--- config.mk ---
export PLATFORM = sky130hd
export DESIGN_NAME = click_decoder
export DESIGN_NICKNAME = d
export VERILOG_FILES = /design/src/rtl/click_pkg.sv /design/src/rtl/window_timer.sv /design/src/rtl/click_decoder.sv
export SDC_FILE = /design/constraint.sdc
export NUM_CORES = 1
export LEC_CHECK = 0
export ABC_AREA = 1
export ABC_CLOCK_PERIOD_IN_PS = 3500
export CAP_MARGIN = 10
export CORE_ASPECT_RATIO = 1.75
export CORE_MARGIN = 2
export CORE_UTILIZATION = 50
export DETAILED_ROUTE_END_ITERATION = 12
export PLACE_DENSITY = 0.68
export SYNTH_ARGS = -nofsm -noshare
export SYNTH_HDL_FRONTEND = slang
export SYNTH_SLANG_ARGS = --single-unit
--- constraint.sdc ---
create_clock -name clk -period 3.5 [get_ports clk]
set_input_delay 0.7 -clock clk [delete_from_list [all_inputs] [get_ports clk]]
set_output_delay 0.7 -clock clk [all_outputs]
set_load 0.01 [all_outputs]
--- src/rtl/click_pkg.sv ---
`default_nettype none
// ============================================================================
// Module   : click_pkg
// Purpose  : Shared state encoding and gesture codes for the click decoder.
// Revision : 1.0 - initial release
// ============================================================================
package click_pkg;

  localparam logic IDLE  = 1'b0;
  localparam logic COUNT = 1'b1;

  typedef enum logic {
    ST_IDLE  = IDLE,
    ST_COUNT = COUNT
  } state_t;

  localparam logic [1:0] GEST_SINGLE = 2'd1;
  localparam logic [1:0] GEST_DOUBLE = 2'd2;
  localparam logic [1:0] GEST_TRIPLE = 2'd3;

endpackage
`default_nettype wire

--- src/rtl/window_timer.sv ---
`default_nettype none
// ============================================================================
// Module   : window_timer
// Purpose  : Loadable down-counter measuring the gesture inactivity window.
// Revision : 1.0 - initial release
// ============================================================================
module window_timer #(
  parameter int WINDOW = 12_500_000,
  parameter int TW     = $clog2(WINDOW)
) (
  input  logic clk,
  input  logic reset,
  input  logic load,
  input  logic en,
  output logic zero
);

  localparam logic [TW-1:0] C_LOAD = TW'(WINDOW - 1);

  logic [TW-1:0] r_count;

  always_ff @(posedge clk or posedge reset) begin
    if (reset) begin
      r_count <= '0;
    end else if (load) begin
      r_count <= C_LOAD;
    end else if (en) begin
      r_count <= r_count - TW'(1);
    end
  end

  assign zero = (r_count == '0);

endmodule
`default_nettype wire

--- src/rtl/click_decoder.sv ---
`default_nettype none
// ============================================================================
// Module   : click_decoder
// Purpose  : Groups press pulses into single/double/triple click events.
// Revision : 1.0 - initial release
// ============================================================================
import click_pkg::*;

module click_decoder #(
  parameter int WINDOW = 12_500_000,
  parameter int TW     = $clog2(WINDOW)
) (
  input  logic       clk,
  input  logic       reset,
  input  logic       press,
  output logic       single,
  output logic       double,
  output logic       triple,
  output logic       busy,
  output logic [1:0] click_cnt
);

  state_t     r_state;
  logic [1:0] r_cnt;
  logic       r_single;
  logic       r_double;
  logic       r_triple;

  logic       w_timer_load;
  logic       w_timer_en;
  logic       w_timer_zero;

  // A third press closes the gesture, so the timer is only reloaded below that.
  always_comb begin
    w_timer_load = press & ((r_state == ST_IDLE) | (r_cnt != GEST_DOUBLE));
    w_timer_en   = (r_state == ST_COUNT) & ~press & ~w_timer_zero;
  end

  window_timer #(
    .WINDOW (WINDOW),
    .TW     (TW)
  ) u_window_timer (
    .clk   (clk),
    .reset (reset),
    .load  (w_timer_load),
    .en    (w_timer_en),
    .zero  (w_timer_zero)
  );

  always_ff @(posedge clk or posedge reset) begin
    if (reset) begin
      r_state  <= ST_IDLE;
      r_cnt    <= 2'd0;
      r_single <= 1'b0;
      r_double <= 1'b0;
      r_triple <= 1'b0;
    end else begin
      r_single <= 1'b0;
      r_double <= 1'b0;
      r_triple <= 1'b0;
      case (r_state)
        ST_IDLE: begin
          if (press) begin
            r_cnt   <= GEST_SINGLE;
            r_state <= ST_COUNT;
          end
        end
        ST_COUNT: begin
          // Press outranks expiry so a press on the last window cycle is kept.
          if (press && (r_cnt == GEST_DOUBLE)) begin
            r_triple <= 1'b1;
            r_cnt    <= 2'd0;
            r_state  <= ST_IDLE;
          end else if (press) begin
            r_cnt <= r_cnt + 2'd1;
          end else if (w_timer_zero) begin
            r_single <= (r_cnt == GEST_SINGLE);
            r_double <= (r_cnt == GEST_DOUBLE);
            r_cnt    <= 2'd0;
            r_state  <= ST_IDLE;
          end
        end
        default: begin
          r_cnt   <= 2'd0;
          r_state <= ST_IDLE;
        end
      endcase
    end
  end

  assign single    = r_single;
  assign double    = r_double;
  assign triple    = r_triple;
  assign busy      = (r_state == ST_COUNT);
  assign click_cnt = r_cnt;

endmodule
`default_nettype wire

# ---- Word level (Yosys, flattened, before mapping)
# Index checks and enable logic that the tools add are counted.
dict set report word_totals {
  regBits 30
  latch_bits 0
  mem_bits_rw 0
  mem_bits_ro 0
  in_bits 3
  output_inout_bits 6
  wordCells 46
  memories 0
}
dict set report op_classes {
  n_addsub 2
  mul 0
  div 0
  order_cmp 0
  n_eq_ne 5
  shifts 0
  muxes 22
  bitwise 7
  reduce_logical 4
}
# operator count
set op_table {}
lappend op_table {{$mux 24} 2}
lappend op_table {{$logic_not 24->1} 1}
lappend op_table {{$sub 24x1->24 const B} 1}
lappend op_table {{$mux 1} 14}
lappend op_table {{$mux 2} 4}
lappend op_table {{$ne 2x2->1 const B} 2}
lappend op_table {{$ne 4x2->1 const B} 1}
lappend op_table {{$pmux 2 s2} 1}
lappend op_table {{$and 1x1->1} 3}
lappend op_table {{$not 1->1} 3}
lappend op_table {{$add 2x1->2 const B} 1}
lappend op_table {{$eq 2x1->1 const B} 1}
lappend op_table {{$eq 2x2->1 const B} 1}
lappend op_table {{$pmux 1 s2} 1}
lappend op_table {{$reduce_and 2->1} 1}
lappend op_table {{$reduce_bool 2->1} 1}
lappend op_table {{$logic_and 1x1->1} 1}
lappend op_table {{$or 1x1->1} 1}

# ---- Logic depth before layout (Yosys ltp)
# Gate-level depths: netlist of run 1.
dict set report depth {
  word_depth 5
  mapped_depth 10
  depth_no_buf 10
}

# ---- By module
# Synthesis of run 1 repeated with hierarchy kept, for this count alone.
dict set report hier_totals {
  hier_cells 226
  hier_area_um2 1757.9
}
# module instances cells_per_inst area_each_um2 seq_area_each_um2
set modules_own_cells {}
lappend modules_own_cells {window_timer 1 192 1462.7 600.6}
lappend modules_own_cells {click_decoder 1 34 295.3 150.1}

# ---- Worst setup path after synthesis of run 1
# No wires, ideal clock.
dict set report synth_timing {
  path_type {register to register}
  startpoint {register r_cnt[0], in the netlist click_cnt[0]}
  endpoint {register u_window_timer.r_count[19]}
  setup_time_ns 0.065
  arrival_time_ns 1.495
  t_required_ns 3.435
  slack_ns 1.940
  stages_incl_launch_ff 9
  n_path_buf 2
  synth_period_minus_slack_ns 1.560
  path_cell_list {dfrtp_1 -> inv_1 -> ha_1 -> inv_1 -> o21ai_2 -> buf_2 -> buf_2 -> nand3_1 -> nand2_1}
}
dict set report synth_via {
  elab_chain_cells 4
  elab_cells_between_ends 5
}
# element line
set synth_rtl {}
lappend synth_rtl {{start: declaration} click_decoder.sv:24} ;# logic [1:0] r_cnt;
lappend synth_rtl {{start signal: assignment} click_decoder.sv:75} ;# r_cnt <= r_cnt + 2'd1;
lappend synth_rtl {{$ne 2x2->1 *} click_decoder.sv:35} ;# w_timer_load = press & ((r_state == ST_IDLE) | (r_cnt != GEST_DOUBLE));
lappend synth_rtl {{$or 1x1->1 *} click_decoder.sv:35}
lappend synth_rtl {{$and 1x1->1 *} click_decoder.sv:35}
lappend synth_rtl {{$mux 24 / $reduce_bool 2->1 (equally long branches)} -}
lappend synth_rtl {{end signal: assignment} window_timer.sv:28} ;# r_count <= r_count - TW'(1);
lappend synth_rtl {{end: declaration} window_timer.sv:20} ;# logic [TW-1:0] r_count;
# Every way passes the cells marked *; elsewhere a longest branch is shown, timed or not.
# A chain may end at the register's enable or synchronous reset.

# ---- Worst setup path after layout of run 1
dict set report layout_timing {
  startpoint {register r_cnt[0], in the netlist click_cnt[0]}
  endpoint {register u_window_timer.r_count[7]}
}
# The elaborated chain is that of the path after synthesis.

==> impl_metrics.json, run 1 <==
{
  "grt_pass1_wl_um": 8170,
  "ys_ff_latch": 30,
  "dpl-instance-area_mm2": 0.00218,
  "hold_viol": 0,
  "clkTransAtPathRegs_ns": 0.07,
  "syn-cell-area_mm2": 0.00208,
  "cp.arrival_ns": 2.36,
  "leakage_nw": 1.12,
  "vias_per_cell": 5.15,
  "antenna_found_initial": 0,
  "rsz0062_at_grt": "no",
  "clk_path_buf_depth": 2,
  "hold_path_class": "reg2reg",
  "nNetsFinal": 323,
  "min_period_ns": 2.20,
  "min_from": "u_window_timer.r_count[1]",
  "fmax_mhz": 455,
  "r2r_end": "u_window_timer.r_count[7]",
  "synth_nets": 313,
  "power.density_mw_per_mm2": 551,
  "placed_cells": 358,
  "cts_setup_buffers": 0,
  "yosys_warnings": 0,
  "dieWidth_um": 52.7,
  "h-tree-depth": 2,
  "core_mm2": 0.00407,
  "first_iter_violations": 41,
  "slowest_stage": "o21ai_2",
  "antenna_left": 0,
  "cts_resized": 0,
  "tritoncts": "yes",
  "critical_path_class": "reg2reg",
  "timing.final.crit_share": 0.628,
  "area.growth.synth_to_final_pct": 9.28,
  "gp_congestion": 0.881,
  "finalInstanceArea_mm2": 0.00227,
  "dpl.hpwl_um": 3660,
  "rr_worst_depth": 7,
  "crit_buf_inv": 2,
  "synth_cells": 306,
  "vdd_ir_drop_max_uv": 396,
  "die_y_um": 89.3,
  "critical_path.max_stage_delay_ns": 0.60,
  "antenna-diode-count": 0,
  "routedWlPerCell_um": 12.9,
  "grt_pass1_vias": 1802,
  "clk_latency_ns": 0.29,
  "grt_usage": 0.236,
  "tns_ns": 0,
  "port_buffers": 8,
  "startpoint_type": "flip-flop",
  "setup_viol": 0,
  "clockRootBuffer": "clkbuf_8",
  "synthDistinctLibCells": 21,
  "slew_violations": 0,
  "drc_errors": 0,
  "worstSetupEndpointType": "flip-flop",
  "holdWs_ns": 0.541,
  "initial_core_util": 0.510,
  "drive_gt1_frac": 0.117,
  "hold_end": "u_window_timer.r_count[1]",
  "crit_required_ns": 3.66,
  "postSynthAreaPerCell_um2": 6.79,
  "stdcell_count": 366,
  "cts_hold_buf": 0,
  "path_cells": "inv_1 -> ha_1 -> inv_1 -> o21ai_2 -> nand2_4 -> nand2_1 -> o21ai_2",
  "slew_headroom": 0.510,
  "grt_remaining_overflow": 0,
  "io_pins": 9,
  "dr.pass1.iters": 4,
  "grt_max_degree": 34,
  "ff2ff_setup_slack_ns": 1.30,
  "cts_buffers": 5,
  "crit_fanout": 33,
  "dr_total_vias": 1884,
  "fin_skew_ns": 0.00410,
  "status": "finished, final reports clean",
  "reg2reg_from": "click_cnt[0]",
  "die_area_mm2": 0.00471,
  "rows": 31,
  "totalWireLength_um": 4710,
  "cap_violations": 0,
  "hold_depth": 2,
  "cts_sinks": 30,
  "crit_family": "compound AO/OA/AOI/OAI gates",
  "worst-slew-pin-transition_ns": 0.734,
  "seq_area_frac_synth": 0.361
}
[cell type report]
class | instances | area, um^2
Fill cell | 437 | 1800
Multi-Input combinational cell | 235 | 1140
Sequential cell | 30 | 751
Inverter | 34 | 128
Timing Repair Buffer | 10 | 95.1
Clock buffer | 7 | 86.3
Tap cell | 49 | 61.3
Clock inverter | 1 | 5.00
[report_power, final]
part | internal (mW) | switching, mW | total [mW] | leakage, nW
registers | 0.421 | 0.101 | 0.522 | 0.364
logic | 0.154 | 0.280 | 0.434 | 0.709
clock network | 0.158 | 0.137 | 0.296 | 0.0482
total | 0.733 | 0.518 | 1.25 | 1.12
[state kept, by name (all words and copies together), names as in the netlist]
name,flops
single,1
double,1
u_window_timer.r_count,24
busy,1
click_cnt,2
triple,1
[worst reg2reg max path: cells and delay by family (launching register included)]
family,cells,cell delay [ns]
AO/OA/AOI/OAI,2,0.67
AND/OR/NAND/NOR,2,0.63
flip-flops,1,0.42
adder cells (fa/ha/maj),1,0.19
buffers and inverters,2,0.17
[per-layer routing]
metal / global-route usage / up-vias / part of all wire
li1: - / 989 / -
met1: 0.277 / 866 / 0.42
met2: 0.414 / 19 / 0.53
met3: 0.0401 / 10 / 0.024
met4: 0.100 / 0 / 0.025
met5: 0 / - / 0
[placed cells by master (no fill, tap or decap)]
cell type,synthesis,routed
o21ai_0,2,2
clkbuf_1,1,1
xnor2_1,1,1
clkdlybuf4s50_1,0,8
nor2_1,50,50
o211ai_1,1,1
o21ai_2,12,12
nand2_2,7,7
xor2_1,3,3
buf_4,1,2
nand4_1,9,9
clkinv_2,0,1
dfrtp_1,30,30
nand3_2,1,1
ha_1,4,4
nor2_4,1,1
nand2_4,2,2
nand3_1,47,47
inv_1,34,34
clkbuf_8,0,6
nor2_2,5,5
nand2_1,90,90
[through the flow]
step,utilization,power (mW),setup WS [ns]
2_1_floorplan,-,0.851,1.94
3_3_place_gp,0.535,0.958,1.14
3_5_place_dp,0.535,0.964,1.09
4_1_cts,0.557,1.26,1.32
5_1_grt,0.557,1.34,1.11
6_report,0.557,1.25,1.30
[how the worst max path moves through the flow]
stage	startpoint	end	depth (start not counted)
CTS	click_cnt[0]	u_window_timer.r_count[7]	7
finish	click_cnt[0]	u_window_timer.r_count[7]	7
global route	click_cnt[0]	u_window_timer.r_count[9]	7
floorplan	click_cnt[0]	u_window_timer.r_count[19]	8
detailed placement	press	u_window_timer.r_count[9]	6
global placement	press	u_window_timer.r_count[9]	6
[synthesized netlist by cell type (all sizes together)]
cell / number / area [um^2]
nand3: 48 / 245
o211ai: 1 / 7.51
ha: 4 / 50.1
nand4: 9 / 56.3
nand2: 99 / 404
xor2: 3 / 26.3
o21ai: 14 / 115
inv: 34 / 128
xnor2: 1 / 8.76
nor2: 56 / 230
buf: 6 / 51.3
dfrtp: 30 / 751
clkbuf: 1 / 3.75
[kinds of logic after synthesis]
group / count (synthesis) / share of synthesized area
AOI/OAI and AO/OA: 15 / 0.0590
xor gates and xnor gates: 4 / 0.0169
adders and majority gates: 4 / 0.0241
buffers and inverters: 41 / 0.0879
DFF: 30 / 0.361
and+or+nand+nor: 212 / 0.451
(Power assumes the default switching activity.)
==> inputs of run 2 (changes only) <==
Settings changed: ABC_CLOCK_PERIOD_IN_PS 3500 to 2050.
Clock period 3.5 ns to 2.05 ns, I/O delays scaled along.
==> run 2 against run 1 <==
  * Power is 70% higher
  * Clock skew grew 0.0022 ns
  * Global-route usage down 0.078 points
  * Die area is the same
  * Wire length up 2.6%
  * Cell count increased by 0.55%
  * First-iteration DRC count rose by 7.3%
  * Sequential share of layout area down 0.31 points
  * Register-to-register slack worse by 1.0 ns
  * Sequential cell count unchanged
  * Largest power group unchanged
==> impl_metrics.json, run 2 (synthesis gave the netlist of run 1 again) <==
{
  "fmax_mhz": 565,
  "core_mm2": 0.00407,
  "p_int_mw": 1.25,
  "cts_resized": 0,
  "dpl.hpwl_um": 3660,
  "grt_pass1_wl_um": 8030,
  "cts_setup_buffers": 0,
  "cp-startpoint": "click_cnt[0]",
  "cp.arrival_ns": 1.93,
  "antenna_found_initial": 0,
  "rr_worst_depth": 8,
  "power_frac_clock": 0.223,
  "clockRootBuffer": "clkbuf_8",
  "grt_max_degree": 34,
  "slew_violations": 0,
  "antenna_left": 0,
  "tns_ns": 0,
  "first_iter_violations": 44,
  "ff_latch_area_um2": 751,
  "port_buffers": 8,
  "timing.final.crit_share": 0.864,
  "power.density_mw_per_mm2": 928,
  "multi_input_area_mm2": 0.00114,
  "dpl-instance-area_mm2": 0.00221,
  "cap_violations": 0,
  "reg2reg_from": "click_cnt[0]",
  "layout_common_cells": "nand2_1, nor2_1, nand3_1, inv_1, dfrtp_1",
  "largest_reg_flops": 24,
  "vdd_ir_drop_max_uv": 631,
  "sw_frac_of_total": 0.412,
  "grt_pass1_vias": 1711,
  "cp_num_cells": 8,
  "crit_family": "buffers and inverters",
  "stdcell_count": 368,
  "startpoint_type": "flip-flop",
  "critical_path.max_stage_delay_ns": 0.42,
  "crit_buf_inv": 3,
  "finalPower_mw": 2.13,
  "slowest_stage": "dfrtp_1",
  "clk_latency_ns": 0.28,
  "grt_usage": 0.235,
  "vias_per_cell": 5.24,
  "grt_remaining_overflow": 0,
  "rsz0062_at_grt": "no",
  "cts_hold_buf": 0,
  "die_y_um": 89.3,
  "worstSetupEndpointType": "flip-flop",
  "final_common_cell": "nand2_1",
  "finalInstanceArea_mm2": 0.00229,
  "antenna-diode-count": 0,
  "status": "finished, final reports clean",
  "slew_headroom": 0.673,
  "tritoncts": "yes",
  "regMostFlops": "u_window_timer.r_count",
  "clkTransAtPathRegs_ns": 0.06,
  "io_pins": 9,
  "hold_viol": 0,
  "dr_total_vias": 1930,
  "cts_buffers": 5,
  "initial_core_util": 0.510,
  "min_period_ns": 1.77,
  "placed_cells": 362,
  "leakage_nw": 1.14,
  "holdWs_ns": 0.501,
  "drc_errors": 0,
  "cts_sinks": 30,
  "nNetsFinal": 327,
  "fin_skew_ns": 0.00631,
  "drive_gt1_frac": 0.125,
  "p_seq_frac": 0.424,
  "dr.pass1.iters": 4,
  "crit_required_ns": 2.21,
  "gp_congestion": 0.894,
  "clk_path_buf_depth": 2,
  "n_fill_cell": 416,
  "hold_path_class": "in2async",
  "crit_fanout": 28,
  "net-switching-power_mw": 0.876,
  "critical_path_class": "reg2reg",
  "dieWidth_um": 52.7,
  "path_cells": "inv_1 -> ha_1 -> inv_1 -> o21ai_2 -> buf_4 -> nand3_1 -> nand2_2 -> o21ai_2",
  "totalWireLength_um": 4840,
  "rows": 31,
  "h-tree-depth": 2,
  "pwr-share-comb": 0.353,
  "die_area_mm2": 0.00471,
  "area.growth.synth_to_final_pct": 10.3,
  "worst-slew-pin-transition_ns": 0.489,
  "setup_viol": 0,
  "routedWlPerCell_um": 13.1
}
run 2: cell count changes in the layout (fill, tap and decap cells not counted):
cell | before | now
clkinv_2 | 1 | 0
clkbuf_1 | 1 | 0
buf_4 | 2 | 6
run 2: per-stage QoR:
stage           util  setup WS, ns
3_3_place_gp   0.542         0.198
2_1_floorplan      -         0.490
5_1_grt        0.563         0.151
6_report       0.563         0.280
3_5_place_dp   0.542         0.173
4_1_cts        0.563         0.287
run 2: cell type report:
cell class                      instances  share of cell area
Clock buffer                            6              0.0360
Timing Repair Buffer                   14              0.0546
Inverter                               34              0.0557
Sequential cell                        30               0.328
Multi-Input combinational cell        235               0.499
Tap cell                               49              0.0268
run 2: layer usage:
layer | track usage | share of wire | routed length, um
met1 | 0.274 | 0.41 | 2000
met5 | 0 | 0 | 0
met3 | 0.0452 | 0.018 | 86
met4 | 0.0886 | 0.020 | 95
met2 | 0.417 | 0.55 | 2650
run 2: path summary, 6_finish.rpt:
kind                       slack, ns                         end
max in group asynchronous       1.26   u_window_timer.r_count[0]
hold reg to reg                 0.52   u_window_timer.r_count[0]
setup reg to reg                0.28  u_window_timer.r_count[13]
hold / removal                  0.50                      single
setup / recovery                0.28  u_window_timer.r_count[13]
min in group clk                0.52   u_window_timer.r_count[0]
run 2: power by group through the flow:
stage | Combinational [mW] | Clock (mW) | Sequential, mW
after global placement | 0.743 | 0 | 0.904
after global routing | 0.857 | 0.507 | 0.916
after CTS | 0.758 | 0.482 | 0.896
after floorplan | 0.598 | 0 | 0.854
after detailed placement | 0.756 | 0 | 0.906
final | 0.751 | 0.474 | 0.900
run 2: worst register-to-register path, stage by stage, from the launching register on:
cell	delay [ns]
dfrtp_1	0.42
inv_1	0.09
ha_1	0.18
inv_1	0.08
o21ai_2	0.23
buf_4	0.35
nand3_1	0.15
nand2_2	0.09
o21ai_2	0.06
==> inputs of run 3 (changes only) <==
Settings changed: PLACE_DENSITY 0.68 to 0.72, SLEW_MARGIN from default to 40.
==> run 3 against run 2 <==
  * Clock power grew 4%
  * Core utilization is 1.2 points higher
  * Critical path type unchanged
  * Count of clock-buffer cells in the layout grew 1
==> impl_metrics.json, run 3 (synthesis gave the netlist of run 1 again) <==
{
  "rsz0062_at_grt": "no",
  "net-switching-power_mw": 0.883,
  "cts_setup_buffers": 0,
  "antenna-diode-count": 0,
  "cap_violations": 0,
  "crit_fanout": 8,
  "cts_hold_buf": 0,
  "fin_skew_ns": 0.00468,
  "clk_latency_ns": 0.29,
  "layout_common_cells": "nand2_1, nor2_1, nand3_1, inv_1, dfrtp_1",
  "regMostFlops": "u_window_timer.r_count",
  "gp_congestion": 0.907,
  "critical_path_class": "reg2reg",
  "vias_per_cell": 5.26,
  "status": "finished, final reports clean",
  "antenna_found_initial": 0,
  "tns_ns": 0,
  "startpoint_type": "flip-flop",
  "n_fill_cell": 397,
  "grt_remaining_overflow": 0,
  "grt_pass1_wl_um": 8070,
  "dieWidth_um": 52.7,
  "drive_gt1_frac": 0.133,
  "clockRootBuffer": "clkbuf_8",
  "grt_usage": 0.233,
  "power.density_mw_per_mm2": 930,
  "slew_headroom": 0.670,
  "dpl.hpwl_um": 3620,
  "totalWireLength_um": 4720,
  "h-tree-depth": 2,
  "sw_frac_of_total": 0.406,
  "vdd_ir_drop_max_uv": 684,
  "finalPower_mw": 2.18,
  "fmax_mhz": 558,
  "routedWlPerCell_um": 12.7,
  "nNetsFinal": 329,
  "io_pins": 9,
  "dr.pass1.iters": 4,
  "area.growth.synth_to_final_pct": 12.7,
  "cts_buffers": 5,
  "antenna_left": 0,
  "setup_viol": 0,
  "core_mm2": 0.00407,
  "hold_path_class": "in2async",
  "dr_total_vias": 1958,
  "p_seq_frac": 0.408,
  "tritoncts": "yes",
  "die_area_mm2": 0.00471,
  "min_period_ns": 1.79,
  "port_buffers": 8,
  "route.met3.wl_um": 120,
  "drc_errors": 0,
  "grt_pass1_vias": 1835,
  "crit_required_ns": 2.27,
  "largest_reg_flops": 24,
  "wl_met1_um": 1940,
  "clkTransAtPathRegs_ns": 0.06,
  "dr.max_layer_used": "met4",
  "cp.arrival_ns": 2.01,
  "leakage_nw": 1.16,
  "worst-slew-pin-transition_ns": 0.495,
  "first_iter_violations": 44,
  "rows": 31,
  "timing.final.crit_share": 0.875,
  "clk_path_buf_depth": 2,
  "cts_resized": 0,
  "met2_length_um": 2420,
  "grt_max_degree": 31,
  "pwr-share-comb": 0.366,
  "cts_sinks": 30,
  "die_y_um": 89.3,
  "worstSetupEndpointType": "flip-flop",
  "hold_viol": 0,
  "initial_core_util": 0.510,
  "p_int_mw": 1.29,
  "power_frac_clock": 0.226,
  "slew_violations": 0,
  "final_common_cell": "nand2_1"
}
## run 3: cell count changes in the layout (fill, tap and decap cells not counted), sizes merged
cell	previous run	this run
clkbuf	6	7
clkinv	0	1
buf	6	8
## run 3: path summary, 6_finish.rpt
path | from | to | slack [ns] | cells past startpoint
worst min register to register | u_window_timer.r_count[0] | u_window_timer.r_count[0] | 0.53 | 2
worst max-delay path | click_cnt[0] | u_window_timer.r_count[8] | 0.26 | 8
max in group asynchronous | reset | u_window_timer.r_count[20] | 1.25 | 3
worst min-delay path | reset | triple | 0.50 | 3
min in group clk | u_window_timer.r_count[0] | u_window_timer.r_count[0] | 0.53 | 2
worst max register to register | click_cnt[0] | u_window_timer.r_count[8] | 0.26 | 8
## run 3: through the flow
step | area, um^2 | worst slack [ns] | hold WS (ns) | utilization | instances
2_1_floorplan | 2080 | 0.490 | 0.487 | - | 306
5_1_grt | 2340 | 0.112 | 0.563 | 0.575 | 372
3_5_place_dp | 2250 | 0.209 | 0.518 | 0.552 | 364
6_report | 2340 | 0.256 | 0.496 | 0.575 | 372
3_3_place_gp | 2250 | 0.231 | 0.514 | 0.552 | 364
4_1_cts | 2340 | 0.263 | 0.514 | 0.575 | 372
## run 3: cell type report
type                            count  area [um^2]  area share
Multi-Input combinational cell    235         1140       0.489
Sequential cell                    30          751       0.321
Timing Repair Buffer               16          165      0.0706
Inverter                           34          128      0.0545
Clock buffer                        7         86.3      0.0369
Tap cell                           49         61.3      0.0262
Clock inverter                      1         5.00     0.00214
## run 3: metal layers
layer,up-vias,GRT usage
li1,1001,-
met1,906,0.266
met2,31,0.395
met3,20,0.0351
met4,0,0.149
met5,-,0
## run 3: worst max-delay path: stages (launching register included)
cell and delay [ns]:
dfrtp_1 0.41, inv_1 0.09, ha_1 0.19, inv_1 0.09, o21ai_2 0.43, inv_1 0.25
nor2_1 0.15, nand2_1 0.07, o21ai_2 0.05
## run 3: power groups by stage
| stage | Clock [mW] | Combinational [mW] | Sequential (mW) |
|---|---|---|---|
| finish | 0.493 | 0.796 | 0.888 |
| global route | 0.524 | 0.912 | 0.906 |
| CTS | 0.502 | 0.803 | 0.886 |
| detailed placement | 0 | 0.802 | 0.893 |
| global placement | 0 | 0.786 | 0.896 |
| floorplan | 0 | 0.598 | 0.854 |
